===== config.mk =====
export PLATFORM = sky130hd
export DESIGN_NAME = uart_word_rx_fifo
export DESIGN_NICKNAME = d
export VERILOG_FILES = /design/src/rtl/uart_rx_pkg.sv /design/src/rtl/sync_fifo_fwft.sv /design/src/rtl/uart_word_rx_fifo.sv
export SDC_FILE = /design/constraint.sdc
export NUM_CORES = 1
export LEC_CHECK = 0
export CAP_MARGIN = 20
export CORE_MARGIN = 2
export CORE_UTILIZATION = 37
export DETAILED_ROUTE_END_ITERATION = 6
export PLACE_DENSITY_LB_ADDON = 0.05
export SYNTH_ARGS = -nofsm -noshare
export SYNTH_HDL_FRONTEND = slang
export SYNTH_HIERARCHICAL = 1
export SYNTH_SLANG_ARGS = --single-unit

===== constraint.sdc =====
create_clock -name Clk -period 71.4 [get_ports Clk]
set_input_delay 7.14 -clock Clk [delete_from_list [all_inputs] [get_ports Clk]]
set_output_delay 7.14 -clock Clk [all_outputs]
set_load 0.01 [all_outputs]

===== src/rtl/uart_rx_pkg.sv =====
// Shared constants and helpers for the UART word receive path.
package uart_rx_pkg;

    localparam int TIMER_W  = 20;
    localparam int NBYTES_W = 5;

    typedef enum logic {
        ST_IDLE,
        ST_COLLECT
    } asm_state_e;

    // Whole clocks per bit; the division truncates and folds to a constant per baud code.
    function automatic int unsigned clks_per_bit(input logic [2:0] baud_set,
                                                 input int unsigned clk_freq);
        int unsigned baud;
        case (baud_set)
            3'd0:    baud = 9600;
            3'd1:    baud = 19200;
            3'd2:    baud = 38400;
            3'd3:    baud = 57600;
            default: baud = 115200;
        endcase
        return clk_freq / baud;
    endfunction

endpackage


===== src/rtl/sync_fifo_fwft.sv =====
// Synchronous show-ahead FIFO; head entry is visible whenever the FIFO is not empty.
module sync_fifo_fwft #(
    parameter int WIDTH = 8,
    parameter int DEPTH = 4
) (
    input  logic             Clk,
    input  logic             Rst,
    input  logic             wr_en_i,
    input  logic [WIDTH-1:0] wr_data_i,
    input  logic             rd_en_i,
    output logic [WIDTH-1:0] rd_data_o,
    output logic             full_o,
    output logic             empty_o
);

    localparam int AW = $clog2(DEPTH);
    localparam logic [AW:0] PTR_ONE = (AW+1)'(1);

    logic [WIDTH-1:0] mem_q [DEPTH];
    logic [AW:0]      wr_ptr_q;
    logic [AW:0]      rd_ptr_q;
    logic             do_wr;
    logic             do_rd;

    // Extra pointer bit separates full from empty when the indices coincide.
    assign empty_o = (wr_ptr_q == rd_ptr_q);
    assign full_o  = (wr_ptr_q[AW] != rd_ptr_q[AW]) &&
                     (wr_ptr_q[AW-1:0] == rd_ptr_q[AW-1:0]);

    assign do_rd = rd_en_i && !empty_o;
    assign do_wr = wr_en_i && (!full_o || do_rd);

    always_ff @(posedge Clk) begin
        if (Rst) begin
            wr_ptr_q <= '0;
            rd_ptr_q <= '0;
        end else begin
            if (do_wr) begin
                wr_ptr_q <= wr_ptr_q + PTR_ONE;
            end
            if (do_rd) begin
                rd_ptr_q <= rd_ptr_q + PTR_ONE;
            end
        end
    end

    always_ff @(posedge Clk) begin
        if (do_wr) begin
            mem_q[wr_ptr_q[AW-1:0]] <= wr_data_i;
        end
    end

    // Storage is not reset, so an empty FIFO presents zeros rather than stale data.
    assign rd_data_o = empty_o ? '0 : mem_q[rd_ptr_q[AW-1:0]];

endmodule


===== src/rtl/uart_word_rx_fifo.sv =====
// Packs received UART bytes into words, flushes partial words after an idle timeout,
// and queues finished words for a valid/ready consumer.
module uart_word_rx_fifo
    import uart_rx_pkg::*;
#(
    parameter int          BYTES        = 2,
    parameter int          MSB_FIRST    = 1,
    parameter int unsigned CLK_FREQ     = 50000000,
    parameter int unsigned TIMEOUT_BITS = 30,
    parameter int          OUT_DEPTH    = 4
) (
    input  logic                  Clk,
    input  logic                  Rst,
    input  logic [2:0]            baud_set,
    input  logic [7:0]            byte_data,
    input  logic                  byte_valid,
    output logic [8*BYTES-1:0]    out_data,
    output logic [NBYTES_W-1:0]   out_nbytes,
    output logic                  out_partial,
    output logic                  out_valid,
    input  logic                  out_ready,
    output logic                  drop_pulse,
    output logic                  overflow
);

    localparam int DW = 8 * BYTES;
    localparam int EW = DW + NBYTES_W + 1;
    localparam logic [NBYTES_W-1:0] FULL_COUNT = NBYTES_W'(BYTES);
    localparam logic [NBYTES_W-1:0] COUNT_ONE  = NBYTES_W'(1);
    localparam logic [TIMER_W-1:0]  TIMER_ONE  = TIMER_W'(1);

    asm_state_e          state_q, state_d;
    logic [NBYTES_W-1:0] count_q, count_d;
    logic [DW-1:0]       word_q, word_d;
    logic [TIMER_W-1:0]  timer_q, timer_d;
    logic                drop_q;
    logic                overflow_q;

    logic [DW-1:0]       merged;
    logic [31:0]         thresh_m1;
    logic                timer_hit;
    logic                push;
    logic [DW-1:0]       push_word;
    logic [NBYTES_W-1:0] push_nbytes;
    logic                push_partial;
    logic                drop;

    logic [EW-1:0]       fifo_wr_data;
    logic [EW-1:0]       fifo_rd_data;
    logic                fifo_full;
    logic                fifo_empty;

    // Word with the incoming byte placed; unfilled bytes stay zero because the
    // word register is cleared whenever the assembler returns to idle.
    generate
        if (MSB_FIRST != 0) begin : g_msb
            if (BYTES == 1) begin : g_one
                assign merged = byte_data;
            end else begin : g_shift
                assign merged = {word_q[DW-9:0], byte_data};
            end
        end else begin : g_lsb
            for (genvar gi = 0; gi < BYTES; gi++) begin : g_lane
                assign merged[8*gi +: 8] = (count_q == NBYTES_W'(gi)) ? byte_data
                                                                      : word_q[8*gi +: 8];
            end
        end
    endgenerate

    // Threshold follows baud_set live, so a rate change applies at the next compare.
    assign thresh_m1 = TIMEOUT_BITS * clks_per_bit(baud_set, CLK_FREQ) - 32'd1;
    assign timer_hit = ({{(32-TIMER_W){1'b0}}, timer_q} == thresh_m1);

    always_comb begin
        state_d      = state_q;
        count_d      = count_q;
        word_d       = word_q;
        timer_d      = timer_q;
        push         = 1'b0;
        push_word    = word_q;
        push_nbytes  = count_q;
        push_partial = 1'b0;

        if (byte_valid) begin
            timer_d = '0;
            if (count_q + COUNT_ONE == FULL_COUNT) begin
                push        = 1'b1;
                push_word   = merged;
                push_nbytes = FULL_COUNT;
                state_d     = ST_IDLE;
                count_d     = '0;
                word_d      = '0;
            end else begin
                state_d = ST_COLLECT;
                count_d = count_q + COUNT_ONE;
                word_d  = merged;
            end
        end else if (state_q == ST_COLLECT) begin
            if (timer_hit) begin
                push         = 1'b1;
                push_partial = 1'b1;
                state_d      = ST_IDLE;
                count_d      = '0;
                word_d       = '0;
                timer_d      = '0;
            end else begin
                timer_d = timer_q + TIMER_ONE;
            end
        end
    end

    // A full FIFO still takes the word if the consumer pops in the same cycle.
    assign drop = push && fifo_full && !out_ready;

    always_ff @(posedge Clk) begin
        if (Rst) begin
            state_q    <= ST_IDLE;
            count_q    <= '0;
            word_q     <= '0;
            timer_q    <= '0;
            drop_q     <= 1'b0;
            overflow_q <= 1'b0;
        end else begin
            state_q    <= state_d;
            count_q    <= count_d;
            word_q     <= word_d;
            timer_q    <= timer_d;
            drop_q     <= drop;
            overflow_q <= overflow_q | drop;
        end
    end

    assign fifo_wr_data = {push_word, push_nbytes, push_partial};

    sync_fifo_fwft #(
        .WIDTH (EW),
        .DEPTH (OUT_DEPTH)
    ) u_fifo (
        .Clk       (Clk),
        .Rst       (Rst),
        .wr_en_i   (push),
        .wr_data_i (fifo_wr_data),
        .rd_en_i   (out_ready),
        .rd_data_o (fifo_rd_data),
        .full_o    (fifo_full),
        .empty_o   (fifo_empty)
    );

    assign out_data    = fifo_rd_data[EW-1 -: DW];
    assign out_nbytes  = fifo_rd_data[NBYTES_W:1];
    assign out_partial = fifo_rd_data[0];
    assign out_valid   = !fifo_empty;
    assign drop_pulse  = drop_q;
    assign overflow    = overflow_q;

endmodule


==> results.md <==
- Crit-path most repeated cell: a21oi_1
- Status: completed
- Vias per Instance: 5.864
- Global-route wire length before repair: 96660 µm
- ANT cells: 0
- Reg clk slew, reported paths: 0.06 ns
- Least-Margin Pin Slew: 1.078 ns
- Vias: 17828
- Routed WL: around 60000 µm
- Vias in the first global route: 17395
- Top Family by Delay on Critical Path: compound AO/OA/AOI/OAI gates
- Die area: 53720 µm²
- Number of synthesized register bits: 140
- CTS buffer count: 17
- Nets: 2571
- Max frequency: 15.97 MHz
- DP HPWL: 45490 µm
- Slew Viols, Final: 0
- CP required: a little over 70 ns
- Clock root cell: clkbuf_16
- Sequential area share after synthesis: about a fifth
- CP max stage cell: nand3_1
- Chip Height: roughly 230 µm
- Post-synth EDFFs: 88
- Mapped Area: 19190 µm²
- Final setup violation count: 0
- IO Port Bufs: 39
- Starting Density: a little under two fifths
- CORE AREA: 51300 µm²
- Initial DRC Count: 1028
- Ys async rst share: 0%
- Initial antenna violation count: 0
- CP bufs+invs: 22
- MaxCap Viol Count: 0
- Commonest non-fill, non-tap cell in the layout: nand2_1
- Grt ovf: 0
- CP peak stage delay: 0.61 ns
- Crit. End Element: flop
- Gpl congestion: ~0.85
- Tmin final: 62.62 ns
- Post-Syn Area per Cell: between 8 and 9 µm²
- Clock latency on the worst-skew pair: 0.43 ns
- Sink Count: 140
- Largest net degree at the start of global routing: 50
- CTS tree: built
- Relative slew slack: 28.08%
- First-pass DRT Iterations: 6
- Number of post-CTS setup repair buffers: 0
- Setup CP Type: in2reg
- All-layer global routing usage: 22.31%
- Main flop type after synthesis: edfxtp_1
- Die W: 231.8 µm
- Post-synth cell types: 117
- I/O Pins: 40
- Hold Path Class: reg2reg
- Wire per inst: roughly 20 µm
- Final hold violation count: 0
- Commonest non-fill, non-tap cells in the layout: nand2_1 (189), ha_1 (167), nor2_1 (161)
- Clock buffer depth: 2
- Post-DRT Antenna Nets: 0
- Worst Clk Skew: 0.01484 ns
- Htree depth: 4
- Worst setup SP type: input pin
- Layout cells sized above 1: 9.068%
- RSZ-0062 raised after global routing: no
- Row cnt: 83
- Setup TNS Final: 0 ns
- Hold_buf cts: 0
- Resized Gates After CTS: 0
- Yosys warns: 6
- Final Cycle Share: between 80% and 90%
- Critical path fanouts, max: 21
- Synth-to-layout area growth: 9.608%
- Critical Path AT: between 60 and 70 ns
- Syn Inst Count: 2312
- Residual DRC: 0
[final timing paths]
check	start	endpoint	slack, ns	depth (start not counted)
setup / recovery	baud_set[2]	u_fifo/mem_q[1][21]	8.78	252
hold / removal	word_q[15]	word_q[15]	0.47	2
setup reg to reg	timer_q[9]	u_fifo/mem_q[1][21]	67.03	13
hold reg to reg	word_q[15]	word_q[15]	0.47	2
[stage by stage]
stage                     area (µm²)  hold WS, ns  cells  setup slack [ns]  utilization, %
after floorplan                19330       0.4381   2347             15.44               -
after global placement         20430       0.4469   3006             10.10           39.82
after detailed placement       20440       0.4593   3007             8.605           39.84
after CTS                      21030       0.4685   3039             8.875           41.00
after global routing           21040       0.4865   3040             2.985           41.01
final                          21040       0.4672   3040             8.780           41.01
[worst min-delay path, cell delays in order, from the launching register on]
cell and delay (ns):
dfxtp_1 0.32, nand2_1 0.06, o21ai_1 0.05
[cells by family (layout without fill, tap and decap cells)]
logic type,after synthesis,after routing,synth area share [%]
AOI/OAI and AO/OA,719,719,26.48
xor gates and xnor gates,139,139,6.342
adders and majority gates,209,209,15.27
buffers and inverters,212,225,4.446
DFF,140,140,19.19
muxes,82,82,6.003
other,2,37,0.03913
and+or+nand+nor,809,809,22.23
[cell usage after synthesis, drive strengths merged, types with 21 or more instances]
library cell,instances,area share (%)
nand2,191,3.8
ha,167,11
nor2,166,3.3
o21ai,150,3.9
a21oi,137,3.6
inv,118,2.3
edfxtp,88,14
nor3,76,2.1
xnor2,76,3.5
a21o,67,2.6
xor2,63,2.9
nand3,62,1.8
clkbuf,59,1.2
nand2b,55,1.8
dfxtp,52,5.4
o21a,50,2.0
nor2b,49,1.6
and2,43,1.4
fa,42,4.4
mux2,36,2.2
a31oi,35,1.1
nand4,34,1.3
buf,31,0.91
o31ai,31,1.3
and3,25,0.81
o211ai,25,0.98
mux2i,24,1.3
mux4,22,2.6
nor4,21,0.68
or3,21,0.71
[routing by layer]
metal  up-vias  share of wire (%)  global-route usage [%]
met3        78                2.9                   1.707
met2       398                 47                   38.07
li1       8742                  -                       -
met4         0                2.1                   5.609
met5         -                  0                       0
met1      8610                 48                   30.43
[sequential cells by signal (all words and copies together) (netlist names), named ones only]
| name | count |
|---|---|
| u_fifo/wr_ptr_q | 3 |
| timer_q | 20 |
| word_q | 16 |
| count_q | 5 |
| state_q | 1 |
| u_fifo/rd_ptr_q | 3 |
| u_fifo/mem_q | 88 |
| drop_pulse | 1 |
| overflow | 1 |
[area by class of cell]
class	instances	area (µm²)
fill	5262	30260
timing repair buffer	71	628.1
inverter	122	457.9
multi-input combinational	1995	14820
clock inverter	15	170.2
clock buffer	17	425.4
sequential	140	3684
tap	680	850.8
Power is not shown: default switching activity piles up to over one toggle a cycle in this logic, so the estimate is an artifact.
